--- config.mk ---
export PLATFORM = sky130hd
export DESIGN_NAME = operand_fetch
export DESIGN_NICKNAME = d
export VERILOG_FILES = /design/src/rtl/rv_pkg.sv /design/src/rtl/opfetch_bypass_slot.sv /design/src/rtl/operand_fetch.sv
export SDC_FILE = /design/constraint.sdc
export NUM_CORES = 1
export LEC_CHECK = 0
export ABC_AREA = 1
export BUFFER_PORTS_ARGS = -buffer_cell sky130_fd_sc_hd__buf_2
export CAP_MARGIN = 20
export CORE_UTILIZATION = 40
export CTS_CLUSTER_SIZE = 8
export DETAILED_ROUTE_END_ITERATION = 10
export GPL_ROUTABILITY_DRIVEN = 0
export HOLD_SLACK_MARGIN = 0.03
export PLACE_DENSITY = 0.71
export SYNTH_ARGS = -nofsm -noshare
export SYNTH_HDL_FRONTEND = slang
export SYNTH_SLANG_ARGS = --single-unit
--- constraint.sdc ---
create_clock -name clk -period 2.08 [get_ports clk]
set_input_delay 0.416 -clock clk [delete_from_list [all_inputs] [get_ports clk]]
set_output_delay 0.416 -clock clk [all_outputs]
set_load 0.03 [all_outputs]
--- src/rtl/rv_pkg.sv ---
// Shared core definitions: register index width, zero register, XLEN.
// Holds the write-back match helper shared by the operand stages.
package rv_pkg;

  localparam int XLEN = 32;
  localparam int REG_IDX_W = 5;
  localparam logic [REG_IDX_W-1:0] ZERO_REG = '0;

  function automatic logic wb_hit(
    input logic                 wen,
    input logic [REG_IDX_W-1:0] rd,
    input logic [REG_IDX_W-1:0] rs
  );
    return wen && (rd == rs) && (rs != ZERO_REG);
  endfunction

endpackage

--- src/rtl/opfetch_bypass_slot.sv ---
// One operand slot of the R stage: index, bypass flag/value, effective operand.
// Forwarding logic is present only when OPFETCH_BYPASS_EN is defined.
module opfetch_bypass_slot
  import rv_pkg::*;
#(
  parameter int W = XLEN
) (
  input  logic                 clk,
  input  logic                 rst_n,
  input  logic                 i_load,
  input  logic                 i_hold,
  input  logic [REG_IDX_W-1:0] i_rs,
  input  logic                 i_wb_wen,
  input  logic [REG_IDX_W-1:0] i_wb_rd,
  input  logic [W-1:0]         i_wb_data,
  input  logic [W-1:0]         i_rf_data,
  output logic [REG_IDX_W-1:0] o_rs,
  output logic [W-1:0]         o_op
);

  logic [REG_IDX_W-1:0] r_rs;
  logic                 r_flag;
  logic [W-1:0]         r_val;
  logic                 w_hit_in;
  logic                 w_hit_r;

`ifdef OPFETCH_BYPASS_EN
  assign w_hit_in = wb_hit(i_wb_wen, i_wb_rd, i_rs);
  assign w_hit_r  = wb_hit(i_wb_wen, i_wb_rd, r_rs);
`else
  logic w_unused;
  assign w_unused = ^{i_wb_wen, i_wb_rd, i_wb_data, i_hold};
  assign w_hit_in = 1'b0;
  assign w_hit_r  = 1'b0;
`endif

  always_ff @(posedge clk or negedge rst_n) begin
    if (!rst_n) begin
      r_rs   <= ZERO_REG;
      r_flag <= 1'b0;
      r_val  <= '0;
    end else if (i_load) begin
      r_rs   <= i_rs;
      r_flag <= w_hit_in;
      r_val  <= w_hit_in ? i_wb_data : '0;
    end else if (i_hold && w_hit_r) begin
      r_flag <= 1'b1;
      r_val  <= i_wb_data;
    end
  end

  // A write landing this cycle beats any older bypass or rf data
  always_comb begin
    o_op = i_rf_data;
    if (r_rs == ZERO_REG) begin
      o_op = '0;
    end else if (w_hit_r) begin
      o_op = i_wb_data;
    end else if (r_flag) begin
      o_op = r_val;
    end
  end

  assign o_rs = r_rs;

endmodule

--- src/rtl/operand_fetch.sv ---
// Operand fetch: rf read issue (R stage) and output register (O stage).
// Write-back forwarding enabled by defining OPFETCH_BYPASS_EN.
module operand_fetch
  import rv_pkg::*;
#(
  parameter int XLEN  = rv_pkg::XLEN,
  parameter int TAG_W = 32
) (
  input  logic                 clk,
  input  logic                 rst_n,
  input  logic                 dec_valid,
  output logic                 dec_ready,
  input  logic [REG_IDX_W-1:0] dec_rs1,
  input  logic [REG_IDX_W-1:0] dec_rs2,
  input  logic [TAG_W-1:0]     dec_tag,
  output logic [REG_IDX_W-1:0] rf_r1,
  output logic [REG_IDX_W-1:0] rf_r2,
  output logic                 rf_ren,
  input  logic [XLEN-1:0]      rf_r1_data,
  input  logic [XLEN-1:0]      rf_r2_data,
  input  logic                 wb_wen,
  input  logic [REG_IDX_W-1:0] wb_rd,
  input  logic [XLEN-1:0]      wb_data,
  output logic                 ex_valid,
  input  logic                 ex_ready,
  output logic [XLEN-1:0]      ex_op1,
  output logic [XLEN-1:0]      ex_op2,
  output logic [TAG_W-1:0]     ex_tag
);

  logic                 r_valid;
  logic [TAG_W-1:0]     r_tag;
  logic                 r_ex_valid;
  logic [XLEN-1:0]      r_ex_op1;
  logic [XLEN-1:0]      r_ex_op2;
  logic [TAG_W-1:0]     r_ex_tag;
  logic [REG_IDX_W-1:0] r_o_rs1;
  logic [REG_IDX_W-1:0] r_o_rs2;

  logic                 w_move;
  logic                 w_acc;
  logic [REG_IDX_W-1:0] w_rs1;
  logic [REG_IDX_W-1:0] w_rs2;
  logic [XLEN-1:0]      w_op1;
  logic [XLEN-1:0]      w_op2;
  logic                 w_ohit1;
  logic                 w_ohit2;

  assign w_move    = r_valid && (!r_ex_valid || ex_ready);
  assign dec_ready = !r_valid || w_move;
  assign w_acc     = dec_valid && dec_ready;
  assign rf_ren    = w_acc;
  assign rf_r1     = dec_rs1;
  assign rf_r2     = dec_rs2;

`ifdef OPFETCH_BYPASS_EN
  assign w_ohit1 = wb_hit(wb_wen, wb_rd, r_o_rs1);
  assign w_ohit2 = wb_hit(wb_wen, wb_rd, r_o_rs2);
`else
  assign w_ohit1 = 1'b0;
  assign w_ohit2 = 1'b0;
`endif

  opfetch_bypass_slot #(.W(XLEN)) u_slot1 (
    .clk       (clk),
    .rst_n     (rst_n),
    .i_load    (w_acc),
    .i_hold    (r_valid),
    .i_rs      (dec_rs1),
    .i_wb_wen  (wb_wen),
    .i_wb_rd   (wb_rd),
    .i_wb_data (wb_data),
    .i_rf_data (rf_r1_data),
    .o_rs      (w_rs1),
    .o_op      (w_op1)
  );

  opfetch_bypass_slot #(.W(XLEN)) u_slot2 (
    .clk       (clk),
    .rst_n     (rst_n),
    .i_load    (w_acc),
    .i_hold    (r_valid),
    .i_rs      (dec_rs2),
    .i_wb_wen  (wb_wen),
    .i_wb_rd   (wb_rd),
    .i_wb_data (wb_data),
    .i_rf_data (rf_r2_data),
    .o_rs      (w_rs2),
    .o_op      (w_op2)
  );

  always_ff @(posedge clk or negedge rst_n) begin
    if (!rst_n) begin
      r_valid <= 1'b0;
      r_tag   <= '0;
    end else if (w_acc) begin
      r_valid <= 1'b1;
      r_tag   <= dec_tag;
    end else if (w_move) begin
      r_valid <= 1'b0;
    end
  end

  always_ff @(posedge clk or negedge rst_n) begin
    if (!rst_n) begin
      r_ex_valid <= 1'b0;
      r_ex_op1   <= '0;
      r_ex_op2   <= '0;
      r_ex_tag   <= '0;
      r_o_rs1    <= ZERO_REG;
      r_o_rs2    <= ZERO_REG;
    end else if (w_move) begin
      r_ex_valid <= 1'b1;
      r_ex_op1   <= w_op1;
      r_ex_op2   <= w_op2;
      r_ex_tag   <= r_tag;
      r_o_rs1    <= w_rs1;
      r_o_rs2    <= w_rs2;
    end else begin
      if (ex_ready) r_ex_valid <= 1'b0;
      // Stalled pair picks up late write-backs in place
      if (r_ex_valid && w_ohit1) r_ex_op1 <= wb_data;
      if (r_ex_valid && w_ohit2) r_ex_op2 <= wb_data;
    end
  end

  assign ex_valid = r_ex_valid;
  assign ex_op1   = r_ex_op1;
  assign ex_op2   = r_ex_op2;
  assign ex_tag   = r_ex_tag;

endmodule

==> key figures <==
Worst setup path
  – Critical Path Max Stage Delay: 0.44 ns
  – Critical Setup Path Class: reg -> out
  – Worst path slowest cell: sky130_fd_sc_hd__dfrtp_1
  – Peak fanout along the critical path: 4
  – Element type at the critical path end: primary output
  – CP cell instances: nand3_2 > nand2_2 > inv_1 > buf_2
  – Worst path required time: about 1.7 ns
  – Arrival @ worst endpoint: between 1 and 1.5 ns
  – Kind of start point of the critical path: flop

Logic synthesis
  – Synthesized-area fraction occupied by and/or/nand/nor cells: a little over a quarter
  – Flop and latch count out of synthesis: between 100 and 150
  – Main combinational cell family by area after synthesis: simple AND/OR/NAND/NOR gates
  – Synth area leaders: sky130_fd_sc_hd__dfrtp_1 (58%), sky130_fd_sc_hd__nand2_1 (19%), sky130_fd_sc_hd__inv_1 (6.8%), sky130_fd_sc_hd__nor2_1 (4.3%), sky130_fd_sc_hd__o21ai_0 (3.5%)
  – Multiplexer area fraction after synthesis: 0%
  – Xor and xnor area share after synthesis: 0%
  – Share of synthesized cell area in full adder, half adder and majority cells: 0%
  – Cell with the most instances after synthesis: sky130_fd_sc_hd__nand2_1
  – EDFF count, synth: 0
  – Count of mapped cells out of synthesis: between 700 and 800
  – Count of unique library cells instantiated by Yosys: 13
  – Synthesized area: 0.005991 sq mm
  – Area share of the largest cell type after synthesis: 58.48%
  – Compound-cell area share of the yosys netlist: approximately 3.5%
  – Post-synth net total: a little under 900
  – Synth Area per Inst: about 8 sq um
  – Post-synthesis cell type with the largest combined area: sky130_fd_sc_hd__dfrtp_1
  – Proportion of register bits with asynchronous set or reset after synthesis: 100.0%
  – Most frequently used flop master after synthesis: sky130_fd_sc_hd__dfrtp_1
  – Portion of the post-synthesis area used by sequential elements: between 50 and 60%
  – Number of warnings printed during yosys synthesis: 0
  – List of most frequent post-synthesis cells: sky130_fd_sc_hd__nand2_1 (300), sky130_fd_sc_hd__dfrtp_1 (140), sky130_fd_sc_hd__inv_1 (108), sky130_fd_sc_hd__nor2_1 (68), sky130_fd_sc_hd__o21ai_0 (42)

Finish
  – Area grow syn2layout: 31.41%
  – Antenna diode instance count: 0
  – Fraction of layout cells with a size suffix above 1: roughly 28%
  – Layout net count: 1101

CTS
  – Clock root buffer: sky130_fd_sc_hd__clkbuf_16
  – Inserted Clock Buffers: 17
  – Clock slew at reported path FFs: about 0.06 ns
  – Post-CTS Setup Bufs: 0
  – TritonCTS sink count: 140
  – Number of H-tree branching levels: 4
  – Hold_buf cts: 1
  – Clock tree from TritonCTS: yes
  – CTS resizes: 0
  – Clock network latency to the later pin of the worst-skew pair: 0.41 ns
  – Max clock buf depth: 2

Timing
  – Worst-case headroom to the max-slew limit: around two thirds
  – Setup violations, final: 0
  – Fin crit period: around 1.7 ns
  – Worst path setup slack after routing: 0.3791 ns
  – Share of the cycle needed by the critical path after routing: about four fifths
  – Max-slew violation count: 0
  – Final total negative setup slack: 0 ns
  – Fmax: approximately 590 MHz
  – Final hold vios: 0
  – RSZ-0062 raised after global routing: false
  – Slew of the pin with the lowest slew margin: 0.4819 ns
  – Final setup skew: approximately 0.0076 ns

Job
  – Number of max-capacitance violations reported: 0

Global route
  – Number of global-route vias before repair: approximately 4900
  – Number of antenna violations at the first check in global routing: 0
  – First-pass GRT wire length: 22930 um
  – GRT Overall Usage: a little under a fifth
  – Maximum number of pins on one net before global-route repair: 50
  – GRT Residual Overflow: 0

Drt
  – # DRC: 0
  – Wire length per cell after detailed routing: about 11 um
  – Top layer used by detailed routing: met4
  – Count of nets left with antenna violations after detail routing: 0
  – Wire length on met1: 6184 um
  – First-pass detailed-route iteration total: 4
  – Via density: around 4.4
  – Met3 routed wirelength: just under 1000 um
  – Routed met2 length: 5702 um
  – Routed vias: 5016
  – Aggregate routed wire length: between 10000 and 15000 um
  – DRC violation total after the first TritonRoute iteration: 230

Power
  – Net switching power of the design: 3.638 mW
  – Peak supply drop: around 600 uV
  – Proportion of power drawn by flip-flops and latches: a little under two fifths
  – Sw Ratio: between 30% and 40%
  – Cell Int Power: 6.177 mW
  – Combinational power share: a little under a third
  – Leakage Power: about 4.8 nW
  – Clock share of power: between 30% and 40%
  – Power per Cell Area: 1247 mW/mm^2

Place
  – Total half-perimeter wirelength after legalization and detailed placement: just under 9000 um
  – Total of buffers placed on input and output ports: 218
  – Worst-case setup slack after placement: 0.4919 ns

Run status
  – Status: complete, no violations

Die
  – Placeable core region: roughly 0.015 sq mm
  – Die outline area: 0.01547 sq mm
  – Die boundary height: approximately 120 um
  – Die X-Extent: ~120 um
  – Row count: 44
  – Initial standard-cell utilization of the core: around two fifths
  – Ports: roughly 260

Worst hold path
  – Min-delay worst type: in -> reg
[metal layers]
layer	vias to the layer above	GRT usage [%]
li1	2602	-
met1	2222	23.77
met2	166	28.05
met3	26	6.572
met4	0	7.583
met5	-	0
[worst max-delay path: cells and delay by family (launching register included)]
kind | cells | cell delay (ns)
buf+inv | 2 | 0.20
flops | 1 | 0.44
simple gates | 2 | 0.23
[registers in the layout, summed over array words and instances, names as in the netlist]
name	cells
u_slot2.o_rs	5
ex_valid	1
ex_op1	32
r_valid	1
u_slot1.o_rs	5
r_tag	32
ex_tag	32
ex_op2	32
[cell type report]
type                       instances  area [sq um]
multi-input combinational        448          1800
tap                              184         230.2
clock buffer                      19         442.9
timing repair buffer             238          1325
inverter                         108         405.4
sequential                       140          3503
clock inverter                    13         165.2
fill                            1384          6716
[layout by cell type (no fill, tap or decap), drive strengths merged]
master,netlist,layout
nor2,68,68
clkinvlp,0,4
nand2,303,303
clkbuf,16,19
dfrtp,140,140
o21ai,42,42
inv,108,111
bufinv,0,3
clkinv,0,3
nand3b,2,2
dlygate4sd3,0,1
buf,33,237
nand3,33,33
[cells by family (layout without fill, tap and decap cells)]
| group | Yosys count | after routing |
|---|---|---|
| and+or+nand+nor | 406 | 406 |
| AOI/OAI and AO/OA | 42 | 42 |
| DFF | 140 | 140 |
| buffers and inverters | 157 | 378 |
[power by group through the flow]
stage / logic, mW / clock network (mW) / registers [mW]
after floorplan: 0.936 / 0 / 4.83
after global placement: 3.00 / 0 / 3.74
after detailed placement: 3.03 / 0 / 3.75
after CTS: 3.04 / 3.18 / 3.72
after global routing: 3.30 / 3.31 / 3.81
final: 3.00 / 3.10 / 3.72
[metrics by stage]
step | hold slack, ns | utilization, % | instances | area, sq um | power (mW)
finish | 0.2407 | 53.96 | 1150 | 7873 | 9.816
global placement | 0.4014 | 49.73 | 1117 | 7254 | 6.734
global route | 0.2356 | 53.96 | 1150 | 7873 | 10.42
detailed placement | 0.4003 | 49.73 | 1117 | 7254 | 6.783
CTS | 0.2169 | 53.96 | 1150 | 7873 | 9.939
floorplan | 0.1204 | - | 745 | 5991 | 5.769
[path summary, 6_finish.rpt]
| kind | startpoint | endpoint | slack (ns) | cells after the start |
|---|---|---|---|---|
| setup / recovery | r_valid | rf_ren | 0.38 | 4 |
| hold / removal | dec_tag[21] | r_tag[21] | 0.24 | 3 |
| setup reg to reg | ex_valid | ex_op2[9] | 0.74 | 6 |
| hold reg to reg | ex_tag[9] | ex_tag[9] | 0.46 | 2 |
| max in group asynchronous | rst_n | ex_tag[27] | 1.00 | 3 |
| min in group asynchronous | rst_n | ex_op2[23] | 0.53 | 2 |
Note: power is estimated with default switching activity, not from simulation.
